<file path="src/rtl/multicycle_control_unit.sv">
// multicycle_control_unit
//   Moore-FSM control unit for the multi-cycle RISC-V datapath. The datapath
//   has one shared ALU and one unified memory port behind a cache. The FSM
//   steps through fetch, decode, execute, memory and writeback. It stalls in
//   the memory-access states until the cache asserts mem_ready.
//
//   Parameters:
//     ALU_CTRL_W  width of alu_control (>= 3, upper bits driven 0)
//     CNT_W       width of stall_cycles (only with CU_STALL_CNT_EN)
//
//   Ports:
//     clk, rst            clock (rising edge), async active-high reset
//     op, funct3, funct7b5 instruction fields
//     zero                ALU zero flag, used by beq
//     mem_ready           cache completed the current access this cycle
//     pc_write, ir_write, reg_write, mem_read, mem_write   enables
//     adr_src, result_src, alu_src_a, alu_src_b, imm_src   mux selects
//     alu_control         000 add, 001 sub, 010 and, 011 or, 101 slt
//     illegal_op          one-cycle pulse in DECODE for unsupported opcodes
//
//   Optional feature (macro CU_STALL_CNT_EN):
//     stall_cycles        saturating count of cycles spent waiting on the
//                         cache in FETCH/MEMREAD/MEMWRITE; cleared by rst.
module multicycle_control_unit #(
    parameter int ALU_CTRL_W = 3,
    parameter int CNT_W      = 16
) (
    input  logic                  clk,
    input  logic                  rst,
    input  logic [6:0]            op,
    input  logic [2:0]            funct3,
    input  logic                  funct7b5,
    input  logic                  zero,
    input  logic                  mem_ready,
    output logic                  pc_write,
    output logic                  adr_src,
    output logic                  mem_read,
    output logic                  mem_write,
    output logic                  ir_write,
    output logic                  reg_write,
    output logic [1:0]            result_src,
    output logic [1:0]            alu_src_a,
    output logic [1:0]            alu_src_b,
    output logic [1:0]            imm_src,
    output logic [ALU_CTRL_W-1:0] alu_control,
    output logic                  illegal_op
`ifdef CU_STALL_CNT_EN
    ,
    output logic [CNT_W-1:0]      stall_cycles
`endif
);

    if (ALU_CTRL_W < 3 || CNT_W < 1) begin : g_param_check
        $error("multicycle_control_unit: ALU_CTRL_W must be >= 3 and CNT_W >= 1");
    end

    localparam logic [6:0] OP_LW   = 7'b0000011;
    localparam logic [6:0] OP_SW   = 7'b0100011;
    localparam logic [6:0] OP_R    = 7'b0110011;
    localparam logic [6:0] OP_I    = 7'b0010011;
    localparam logic [6:0] OP_BEQ  = 7'b1100011;
    localparam logic [6:0] OP_JAL  = 7'b1101111;

    localparam logic [2:0] ALU_ADD = 3'b000;
    localparam logic [2:0] ALU_SUB = 3'b001;
    localparam logic [2:0] ALU_AND = 3'b010;
    localparam logic [2:0] ALU_OR  = 3'b011;
    localparam logic [2:0] ALU_SLT = 3'b101;

    typedef enum logic [3:0] {
        S_FETCH    = 4'd0,
        S_DECODE   = 4'd1,
        S_MEMADR   = 4'd2,
        S_MEMREAD  = 4'd3,
        S_MEMWB    = 4'd4,
        S_MEMWRITE = 4'd5,
        S_EXECR    = 4'd6,
        S_EXECI    = 4'd7,
        S_ALUWB    = 4'd8,
        S_BEQ      = 4'd9,
        S_JAL      = 4'd10
    } state_t;

    state_t     state_q, state_d;
    logic [2:0] alu_op;
    logic [2:0] funct_alu;

    always_ff @(posedge clk or posedge rst) begin
        if (rst) state_q <= S_FETCH;
        else     state_q <= state_d;
    end

    // ALU operation for the R-type / I-ALU execute states. funct7b5 only
    // selects sub for R-type (op[5]=1); for I-type addi it is part of the imm.
    always_comb begin
        funct_alu = ALU_ADD;
        unique case (funct3)
            3'b000:  funct_alu = (op[5] && funct7b5) ? ALU_SUB : ALU_ADD;
            3'b010:  funct_alu = ALU_SLT;
            3'b110:  funct_alu = ALU_OR;
            3'b111:  funct_alu = ALU_AND;
            default: funct_alu = ALU_ADD;
        endcase
    end

    always_comb begin
        state_d     = S_FETCH;
        pc_write    = 1'b0;
        adr_src     = 1'b0;
        mem_read    = 1'b0;
        mem_write   = 1'b0;
        ir_write    = 1'b0;
        reg_write   = 1'b0;
        result_src  = 2'b00;
        alu_src_a   = 2'b00;
        alu_src_b   = 2'b00;
        imm_src     = 2'b00;
        alu_op      = ALU_ADD;
        illegal_op  = 1'b0;
        alu_control = '0;

        unique case (op)
            OP_SW:   imm_src = 2'b01;
            OP_BEQ:  imm_src = 2'b10;
            OP_JAL:  imm_src = 2'b11;
            default: imm_src = 2'b00;
        endcase

        case (state_q)
            S_FETCH: begin
                mem_read   = 1'b1;
                alu_src_b  = 2'b10;
                result_src = 2'b10;
                ir_write   = mem_ready;
                pc_write   = mem_ready;
                state_d    = mem_ready ? S_DECODE : S_FETCH;
            end
            S_DECODE: begin
                alu_src_a = 2'b01;
                alu_src_b = 2'b01;
                case (op)
                    OP_LW, OP_SW: state_d = S_MEMADR;
                    OP_R:         state_d = S_EXECR;
                    OP_I:         state_d = S_EXECI;
                    OP_BEQ:       state_d = S_BEQ;
                    OP_JAL:       state_d = S_JAL;
                    default: begin
                        state_d    = S_FETCH;
                        illegal_op = 1'b1;
                    end
                endcase
            end
            S_MEMADR: begin
                alu_src_a = 2'b10;
                alu_src_b = 2'b01;
                state_d   = (op == OP_SW) ? S_MEMWRITE : S_MEMREAD;
            end
            S_MEMREAD: begin
                adr_src  = 1'b1;
                mem_read = 1'b1;
                state_d  = mem_ready ? S_MEMWB : S_MEMREAD;
            end
            S_MEMWB: begin
                result_src = 2'b01;
                reg_write  = 1'b1;
                state_d    = S_FETCH;
            end
            S_MEMWRITE: begin
                adr_src   = 1'b1;
                mem_write = 1'b1;
                state_d   = mem_ready ? S_FETCH : S_MEMWRITE;
            end
            S_EXECR: begin
                alu_src_a = 2'b10;
                alu_src_b = 2'b00;
                alu_op    = funct_alu;
                state_d   = S_ALUWB;
            end
            S_EXECI: begin
                alu_src_a = 2'b10;
                alu_src_b = 2'b01;
                alu_op    = funct_alu;
                state_d   = S_ALUWB;
            end
            S_ALUWB: begin
                reg_write = 1'b1;
                state_d   = S_FETCH;
            end
            S_BEQ: begin
                alu_src_a = 2'b10;
                alu_src_b = 2'b00;
                alu_op    = ALU_SUB;
                pc_write  = zero;
                state_d   = S_FETCH;
            end
            S_JAL: begin
                alu_src_a = 2'b01;
                alu_src_b = 2'b10;
                pc_write  = 1'b1;
                state_d   = S_ALUWB;
            end
            default: state_d = S_FETCH;
        endcase

        alu_control[2:0] = alu_op;

        // The state register already sits in FETCH during reset, but FETCH
        // drives mem_read; reset must hold every output quiet.
        if (rst) begin
            pc_write    = 1'b0;
            adr_src     = 1'b0;
            mem_read    = 1'b0;
            mem_write   = 1'b0;
            ir_write    = 1'b0;
            reg_write   = 1'b0;
            result_src  = 2'b00;
            alu_src_a   = 2'b00;
            alu_src_b   = 2'b00;
            imm_src     = 2'b00;
            illegal_op  = 1'b0;
            alu_control = '0;
        end
    end

`ifdef CU_STALL_CNT_EN
    logic [CNT_W-1:0] stall_cycles_q, stall_cycles_d;
    logic             waiting;

    always_comb begin
        waiting = ((state_q == S_FETCH) || (state_q == S_MEMREAD) ||
                   (state_q == S_MEMWRITE)) && !mem_ready;
        stall_cycles_d = stall_cycles_q;
        if (waiting && (stall_cycles_q != '1))
            stall_cycles_d = stall_cycles_q + 1'b1;
    end

    always_ff @(posedge clk or posedge rst) begin
        if (rst) stall_cycles_q <= '0;
        else     stall_cycles_q <= stall_cycles_d;
    end

    assign stall_cycles = stall_cycles_q;
`endif

endmodule

</file>
<file path="config.mk">
export PLATFORM = sky130hd
export DESIGN_NAME = multicycle_control_unit
export DESIGN_NICKNAME = d
export VERILOG_FILES = /design/src/rtl/multicycle_control_unit.sv
export SDC_FILE = /design/constraint.sdc
export NUM_CORES = 1
export LEC_CHECK = 0
export BUFFER_PORTS_ARGS = -buffer_cell sky130_fd_sc_hd__buf_2
export CAP_MARGIN = 15
export CELL_PAD_IN_SITES_DETAIL_PLACEMENT = 0
export CELL_PAD_IN_SITES_GLOBAL_PLACEMENT = 2
export CORE_MARGIN = 1
export CORE_UTILIZATION = 23
export DETAILED_ROUTE_END_ITERATION = 10
export GPL_ROUTABILITY_DRIVEN = 0
export PLACE_DENSITY = 0.8
export REMOVE_ABC_BUFFERS = 1
export SYNTH_ARGS = -nofsm -noshare
export SYNTH_HDL_FRONTEND = slang
export SYNTH_SLANG_ARGS = --single-unit
</file>
<file path="constraint.sdc">
create_clock -name clk -period 2.8 [get_ports clk]
set_input_delay 0.56 -clock clk [delete_from_list [all_inputs] [get_ports clk]]
set_output_delay 0.56 -clock clk [all_outputs]
set_load 0.03 [all_outputs]
</file>
==> results.json, run 1 <==
{
  "rsz0062_at_grt": "false",
  "hold_class": "primary input to async pin",
  "cts_max_level": 1,
  "num_io_pins": 33,
  "synth_ff_type": "dfrtp_1",
  "start_kind": "flop",
  "yosysWarningCount": 0,
  "final_core_util": 0.324,
  "critPathRequiredTime_ns": 2.24,
  "core_um2": 2500,
  "synth_cell_types": 36,
  "grt_max_degree": 20,
  "leakage_nw": 0.370,
  "drtIter0Drc": 10,
  "clock_path_buffers": 2,
  "avgSynthCellArea_um2": 6.93,
  "cp_cell_sequence": "nor2b_1 -> nand3b_1 -> o21a_1 -> nor2_1 -> buf_2",
  "drc": 0,
  "fmax_ghz": 0.429,
  "status": "finished clean",
  "cts.sinks": 4,
  "synth_cells": 89,
  "postCtsHoldBufs": 0,
  "grt_use_met3": 0,
  "busiest_layer": "met2",
  "yosysSeqAreaShare": 0.162,
  "r2r_end": "state_q[0]",
  "initial_core_util": 0.247,
  "slew-limit-headroom": 0.606,
  "cts_setup_buffers": 0,
  "cp_max_fo": 15,
  "setup_violations": 0,
  "use_met2": 0.235,
  "die_x_um": 53.8,
  "critPathTopFamily": "flip-flops",
  "synthArstFlopShare": 1.00,
  "final_hold_viol_count": 0,
  "root_buffer": "clkbuf_4",
  "critPathBufInv": 1,
  "drv_cap": 0,
  "synthesis.area_um2": 617,
  "multi_input_area_um2": 475,
  "overflow": 0,
  "largest_reg_flops": 4,
  "clk_latency_ns": 0.23,
  "reg_top3": "state_q (4)",
  "vias": 763,
  "routedWlPerCell_um": 12.5,
  "layout-drive-gt1-share": 0.331,
  "track_usage": 0.135,
  "crit_path_top_delay_cell": "dfrtp_1",
  "powerDensity_nw_per_um2": 347,
  "reg2reg_depth": 4,
  "dr.pass1.iters": 4,
  "synth.top_cell.area_share": 0.162,
  "grt_use_met1": 0.186,
  "num_antenna_cells": 0,
  "fp-row-count": 18,
  "worstPathArrival_ns": 1.77,
  "r2r_setup_slack_ns": 1.11,
  "die_h_um": 53.8,
  "synth_common_cells": "nor3_1 (8), nor2_1 (7), buf_2 (6), nand2_1 (6)",
  "finalSetupTns_ns": 0,
  "grt_pass1_wl_mm": 2.91,
  "crit_type": "flop to output pin",
  "synth_top_area_cell": "dfrtp_1",
  "yosysMostFrequentCell": "nor3_1",
  "wl_mm": 1.85,
  "postRouteAntennaNets": 0,
  "largest-register": "state_q",
  "crit_path_end_kind": "output pin",
  "numCtsBuffers": 3,
  "post_cts_resize_count": 0,
  "cts_tree": "yes",
  "worst_slew_pin_slew_ns": 0.591,
  "slowest_delay_ns": 0.62,
  "fillers": 289,
  "avgViaCountPerCell": 5.16,
  "place_hpwl_mm": 1.45,
  "worstReg2RegStart": "state_q[0]",
  "nets": 135,
  "ir_drop_mv": 0.122,
  "dieArea_um2": 2890,
  "synth-seq-cells": 4,
  "path_clk_slew_ns": 0.04,
  "regArea_um2": 100,
  "antenna_found_initial": 0,
  "finalMaxSlewViolations": 0,
  "synth_edf_count": 0,
  "finalCritPeriodShare": 0.832,
  "synth.area.top_cells": "dfrtp_1 (16%), nor3_1 (6.5%), xnor2_1 (5.7%), nor2b_1 (5.1%), buf_2 (4.9%)",
  "finClkSkew_ns": 0.000177,
  "area_delta_synth_final_pct": 31.4,
  "io_buffer_count": 32,
  "finalCriticalPeriod_ns": 2.33,
  "grt_pass1_vias": 658
}
-- worst max path at each step --
stage,startpoint,end,slack [ns],depth (start not counted)
after detailed placement,rst,ir_write,0.60,6
after floorplan,state_q[2],ir_write,0.32,4
after CTS,state_q[1],alu_control[0],0.44,5
after global routing,state_q[1],alu_control[0],0.29,5
final,state_q[1],alu_control[0],0.47,5
after global placement,rst,ir_write,0.63,6
-- stage by stage --
stage               total power [mW]  setup WS (ns)  hold WS (ns)  area, µm²  std cells
global route                   0.304          0.290         0.402        811        148
finish                         0.281          0.471         0.368        811        148
global placement               0.211          0.630         0.615        788        145
floorplan                      0.162          0.315         0.356        583         82
detailed placement             0.212          0.598         0.620        788        145
CTS                            0.287          0.445         0.370        811        148
-- cells by family (layout without fill, tap and decap cells) --
| group | Yosys count | count (layout) | synth area share |
|---|---|---|---|
| mux | 1 | 1 | 0.0183 |
| simple gates | 49 | 49 | 0.450 |
| xor+xnor | 5 | 5 | 0.0710 |
| buf+inv | 9 | 38 | 0.0669 |
| compound gates | 21 | 21 | 0.231 |
| flops | 4 | 4 | 0.162 |
-- where the power goes --
group          switching, mW  total, mW  internal (mW)
sequential            0.0169     0.0786         0.0617
combinational         0.0818      0.133         0.0511
clock                 0.0220     0.0698         0.0478
-- cell usage in the layout, fill, tap and decap left out, types with 2 or more instances in the layout --
master	Yosys	final
nor3b_1	3	3
a22oi_1	2	2
inv_1	2	2
buf_2	6	32
nand3b_1	3	3
nand4_1	2	2
o21a_1	2	2
nand2_1	6	6
a21oi_1	5	5
a211oi_1	2	2
nor2b_1	5	5
dfrtp_1	4	4
nor3_1	8	8
nand2b_1	3	3
nor2_1	7	7
nand3_1	3	3
nor4_1	3	3
a31oi_1	2	2
xnor2_1	4	4
clkbuf_4	0	3
-- final cells by class --
class / count / area share
inverters: 2 / 0.00926
flip-flops and latches: 4 / 0.123
multi-input cells: 76 / 0.586
well taps: 30 / 0.0463
clock buffers: 3 / 0.0278
repair buffers: 33 / 0.207
-- per-layer routing --
metal,share of wire,vias to the layer above
met5,0,-
met4,0,0
met2,0.49,23
met1,0.47,351
met3,0.038,0
li1,-,389
No activity file was read; power rests on OpenSTA's default activity.
==> run 2, diff against run 1 <==
--- a/config.mk
+++ b/config.mk
@@ -10,10 +10,10 @@
 export CELL_PAD_IN_SITES_DETAIL_PLACEMENT = 0
 export CELL_PAD_IN_SITES_GLOBAL_PLACEMENT = 2
 export CORE_MARGIN = 1
-export CORE_UTILIZATION = 23
+export CORE_UTILIZATION = 22
 export DETAILED_ROUTE_END_ITERATION = 10
 export GPL_ROUTABILITY_DRIVEN = 0
-export PLACE_DENSITY = 0.8
+export PLACE_DENSITY = 0.77
 export REMOVE_ABC_BUFFERS = 1
 export SYNTH_ARGS = -nofsm -noshare
 export SYNTH_HDL_FRONTEND = slang
==> constraint.sdc (replaced) <==
create_clock -name clk -period 2.3 [get_ports clk]
set_input_delay 0.46 -clock clk [delete_from_list [all_inputs] [get_ports clk]]
set_output_delay 0.46 -clock clk [all_outputs]
set_load 0.03 [all_outputs]
==> run 2 against run 1 <==
  * First-iteration DRC count up 10%
  * Count of clock-buffer cells in the layout is the same
  * Cell area grew 2.0%
  * Clock power is 33% higher
  * Utilization shrank 0.22 points
  * Final cell count is 1.4% higher
  * Combinational power increased by 29%
  * Die area up 4.4%
  * Non-clock buffer count is 2 higher
  * Critical path depth fell by 1
  * Largest power group unchanged
==> results.json, run 2 (synthesis gave the netlist of run 1 again) <==
{
  "track_usage": 0.138,
  "hold_class": "primary input to async pin",
  "status": "finished clean",
  "io_buffer_count": 32,
  "overflow": 0,
  "final_design_area_no_fill_um2": 827,
  "start_kind": "flop",
  "vias": 774,
  "largest-register": "state_q",
  "routedWlPerCell_um": 13.0,
  "final_cell_mix": "buf_2 (32), nor3_1 (8), nor2_1 (7)",
  "avgViaCountPerCell": 5.16,
  "crit_path_end_kind": "output pin",
  "core_um2": 2570,
  "placed_cells": 147,
  "post_cts_resize_count": 0,
  "r2r_end": "state_q[0]",
  "finalCriticalPeriod_ns": 2.12,
  "cts_tree": "yes",
  "cts.sinks": 4,
  "clk_latency_ns": 0.25,
  "reg_top3": "state_q (4)",
  "drv_cap": 0,
  "grt_pass1_vias": 657,
  "path_clk_slew_ns": 0.04,
  "num_io_pins": 33,
  "postCtsHoldBufs": 0,
  "grt_pass1_wl_mm": 2.92,
  "worst_slew_pin_slew_ns": 0.468,
  "endpoint": "mem_write",
  "slew-limit-headroom": 0.688,
  "worstPathArrival_ns": 1.66,
  "r2r_setup_slack_ns": 0.75,
  "finalMaxSlewViolations": 0,
  "cts_max_level": 1,
  "crit_path_top_delay_cell": "dfrtp_1",
  "fp-row-count": 18,
  "initial_core_util": 0.240,
  "cp-startpoint": "state_q[0]",
  "critPathRequiredTime_ns": 1.84,
  "worstReg2RegStart": "state_q[0]",
  "die_x_um": 55.0,
  "drc": 0,
  "cts_setup_buffers": 0,
  "postRouteAntennaNets": 0,
  "fin_cells": 150,
  "cp_max_fo": 15,
  "nets": 137,
  "num_antenna_cells": 0,
  "largest_reg_flops": 4,
  "ir_drop_mv": 0.212,
  "crit_type": "flop to output pin",
  "finClkSkew_ns": 0.00753,
  "drtIter0Drc": 11,
  "slowest_delay_ns": 0.62,
  "powerDensity_nw_per_um2": 428,
  "rsz0062_at_grt": "false",
  "place_area_um2": 803,
  "die_h_um": 55.0,
  "grt_max_degree": 16,
  "fmax_ghz": 0.472,
  "leakage_nw": 0.379,
  "setup_violations": 0,
  "antenna_found_initial": 0,
  "clock_path_buffers": 2,
  "final_hold_viol_count": 0,
  "wl_mm": 1.95,
  "dieArea_um2": 3020,
  "layout-drive-gt1-share": 0.350,
  "area_delta_synth_final_pct": 34.1,
  "dr.pass1.iters": 4,
  "place_hpwl_mm": 1.47,
  "numCtsBuffers": 3,
  "reg2reg_depth": 4,
  "finalCritPeriodShare": 0.921,
  "cp_cell_sequence": "nor2b_1 -> buf_4 -> nor3b_1 -> buf_2",
  "final_common_cell": "buf_2",
  "root_buffer": "clkbuf_4"
}
## run 2: changes by cell type in the layout (fill, tap and decap cells not counted), sizes merged
| cell | change |
|---|---|
| buf | +2 |
## run 2: power breakdown
| group | total [mW] | leakage, nW | switching (mW) | internal, mW |
|---|---|---|---|---|
| clock network | 0.0931 | 0.0138 | 0.0344 | 0.0587 |
| registers | 0.0903 | 0.0520 | 0.0151 | 0.0752 |
| logic | 0.171 | 0.313 | 0.106 | 0.0649 |
| total | 0.354 | 0.379 | 0.155 | 0.199 |
## run 2: worst min-delay path by stage
stage                 end  cells after the start
5_1_grt        state_q[2]                      2
6_report       state_q[2]                      2
3_5_place_dp   state_q[2]                      2
3_3_place_gp   state_q[0]                      2
2_1_floorplan  state_q[0]                      1
4_1_cts        state_q[2]                      2
## run 2: worst max-delay path: cells and delay by family (launching register included)
family        cells  cell delay, ns
flops             1            0.62
buf+inv           2            0.40
simple gates      2            0.40
## run 2: layout make-up
| cell class | count | area, µm² |
|---|---|---|
| Clock buffer | 3 | 22.5 |
| Fill cell | 297 | 1740 |
| Inverter | 2 | 7.51 |
| Multi-Input combinational cell | 76 | 475 |
| Sequential cell | 4 | 101 |
| Tap cell | 30 | 37.5 |
| Timing Repair Buffer | 35 | 183 |
## run 2: metrics by stage
stage                     setup slack (ns)  TNS [ns]  utilization  hold WS, ns  power, mW
after floorplan                    -0.0849   -0.0849            -        0.256      0.197
after global placement               0.298         0        0.313        0.526      0.261
after detailed placement             0.303         0        0.313        0.518      0.262
after CTS                            0.111         0        0.322        0.254      0.358
after global routing                0.0734         0        0.322        0.279      0.382
final                                0.181         0        0.322        0.252      0.354
## run 2: per-layer routing
layer  up-vias  share of wire  global-route usage
met3         2          0.048              0.0410
met1       356           0.45               0.171
met4         0         0.0041              0.0500
li1        394              -                   -
met5         -              0                   0
met2        22           0.50               0.225
==> run 3, diff against run 2 <==
--- a/config.mk
+++ b/config.mk
@@ -11,8 +11,10 @@
 export CELL_PAD_IN_SITES_GLOBAL_PLACEMENT = 2
 export CORE_MARGIN = 1
 export CORE_UTILIZATION = 22
+export CTS_CLUSTER_DIAMETER = 50
 export DETAILED_ROUTE_END_ITERATION = 10
 export GPL_ROUTABILITY_DRIVEN = 0
+export GPL_TIMING_DRIVEN = 0
 export PLACE_DENSITY = 0.77
 export REMOVE_ABC_BUFFERS = 1
 export SYNTH_ARGS = -nofsm -noshare
==> run 3 against run 2 <==
  * Utilization is 0.63 points lower
  * Total power is 4.9% lower
  * Cell area is 2.0% lower
  * Fmax is 0.55% lower
  * Critical path type unchanged
  * Critical endpoint is now alu_control[0]
  * Largest power group unchanged
  * Highest routed layer is now met3
==> results.json, run 3 (synthesis gave the netlist of run 1 again) <==
{
  "die_x_um": 55.0,
  "cp.depth": 5,
  "num_io_pins": 33,
  "fillers": 302,
  "drv_cap": 0,
  "reg2reg_depth": 3,
  "start_kind": "flop",
  "switchingPower_uw": 143,
  "numCtsBuffers": 3,
  "drtIter0Drc": 15,
  "rsz0062_at_grt": "false",
  "powerDensity_nw_per_um2": 415,
  "fmax_ghz": 0.469,
  "r2r_end": "state_q[2]",
  "critPathBufInv": 1,
  "initial_core_util": 0.240,
  "slowest_delay_ns": 0.51,
  "finalCriticalPeriod_ns": 2.13,
  "grt_pass1_vias": 648,
  "clock_path_buffers": 2,
  "avgViaCountPerCell": 5.08,
  "final_hold_viol_count": 0,
  "intPower_uw": 194,
  "setup_ws_ns": 0.169,
  "cts_max_level": 1,
  "finalMaxSlewViolations": 0,
  "grt_pass1_wl_mm": 2.84,
  "cts_tree": "yes",
  "dieArea_um2": 3020,
  "routedWlPerCell_um": 12.5,
  "regArea_um2": 105,
  "leakage_nw": 0.360,
  "crit_type": "flop to output pin",
  "track_usage": 0.127,
  "critPathTopFamily": "simple AND/OR/NAND/NOR gates",
  "final_core_util": 0.316,
  "cts.sinks": 4,
  "finClkSkew_ns": 0.00287,
  "root_buffer": "clkbuf_4",
  "r2r_setup_slack_ns": 0.86,
  "grt_max_degree": 20,
  "wl_mm": 1.84,
  "antenna_found_initial": 0,
  "pwr-share-seq": 0.290,
  "nets": 134,
  "final_cell_mix": "buf_2 (32), nor3_1 (8), nor2_1 (7)",
  "endpoint": "alu_control[0]",
  "clk_latency_ns": 0.23,
  "die_h_um": 55.0,
  "path_clk_slew_ns": 0.04,
  "cp-startpoint": "state_q[0]",
  "vias": 747,
  "layout-drive-gt1-share": 0.368,
  "finalCritPeriodShare": 0.927,
  "ir_drop_mv": 0.286,
  "final_common_cell": "buf_2",
  "worst_slew_pin_slew_ns": 0.332,
  "drc": 0,
  "postRouteAntennaNets": 0,
  "overflow": 0,
  "swShare": 0.424,
  "worstPathArrival_ns": 1.67,
  "multi_input_area_um2": 478,
  "cp_cell_sequence": "nor2b_2 -> nand3b_1 -> o21a_1 -> nor2_1 -> buf_2",
  "slew-limit-headroom": 0.779,
  "p_clk_frac": 0.247,
  "reg_top3": "state_q (4)",
  "io_buffer_count": 32,
  "worstReg2RegStart": "state_q[0]",
  "cp_max_fo": 15,
  "crit_path_top_delay_cell": "dfrtp_2",
  "place_hpwl_mm": 1.40,
  "dr.pass1.iters": 4,
  "combPwrFrac": 0.463,
  "core_um2": 2570,
  "status": "finished clean",
  "area_delta_synth_final_pct": 31.4,
  "critPathRequiredTime_ns": 1.84,
  "hold_class": "primary input to async pin",
  "num_antenna_cells": 0,
  "setup_violations": 0,
  "crit_path_end_kind": "output pin",
  "place_ws_ns": 0.124,
  "cts_setup_buffers": 0,
  "fp-row-count": 18,
  "largest-register": "state_q",
  "largest_reg_flops": 4
}
[run 3: power by group through the flow]
| stage | clock network, mW | registers, mW | logic, mW |
|---|---|---|---|
| final | 0.0831 | 0.0977 | 0.156 |
| after floorplan | 0 | 0.0906 | 0.106 |
| after global routing | 0.0915 | 0.0997 | 0.173 |
| after detailed placement | 0 | 0.0969 | 0.156 |
| after global placement | 0 | 0.0966 | 0.157 |
| after CTS | 0.0898 | 0.0962 | 0.158 |
[run 3: final cells by class]
type | count | share of cell area
clock buffer | 3 | 0.0278
inverter | 2 | 0.00926
multi-input combinational | 76 | 0.590
sequential | 4 | 0.130
tap | 30 | 0.0463
timing repair buffer | 32 | 0.198
[run 3: layer usage]
layer | routed length [µm] | part of all wire | up-vias | global-route usage
li1 | - | - | 389 | -
met1 | 863 | 0.47 | 346 | 0.176
met2 | 919 | 0.50 | 12 | 0.215
met3 | 57 | 0.031 | 0 | 0
met4 | 0 | 0 | 0 | 0.0375
met5 | 0 | 0 | - | 0
[run 3: worst register-to-register path: stages, from the launching register on]
cell and delay, ns:
dfrtp_2 0.51, nor2b_2 0.37, a22oi_1 0.15, o32ai_1 0.28
[run 3: worst min-delay path by stage]
stage,depth (start not counted),slack [ns],startpoint,to
after floorplan,1,0.26,rst,state_q[0]
final,2,0.28,rst,state_q[2]
after global placement,2,0.51,rst,state_q[3]
after global routing,2,0.30,rst,state_q[2]
after detailed placement,2,0.52,rst,state_q[1]
after CTS,2,0.27,rst,state_q[2]
[run 3: timing repair]
| item | in CTS | in global routing |
|---|---|---|
| gates resized for setup | 1 | 4 |
| pin swaps | 0 | 0 |
| gates cloned | 0 | 0 |
| setup endpoints to repair | 3 | 5 |
| hold buffers | 0 | 0 |
[run 3: stage by stage]
step | cell area, µm² | setup TNS (ns) | hold slack, ns | cells | total power, mW
2_1_floorplan | 583 | -0.0849 | 0.256 | 82 | 0.197
3_3_place_gp | 781 | 0 | 0.515 | 144 | 0.254
3_5_place_dp | 781 | 0 | 0.519 | 144 | 0.253
4_1_cts | 806 | 0 | 0.267 | 147 | 0.344
5_1_grt | 811 | 0 | 0.297 | 147 | 0.364
6_report | 811 | 0 | 0.278 | 147 | 0.337
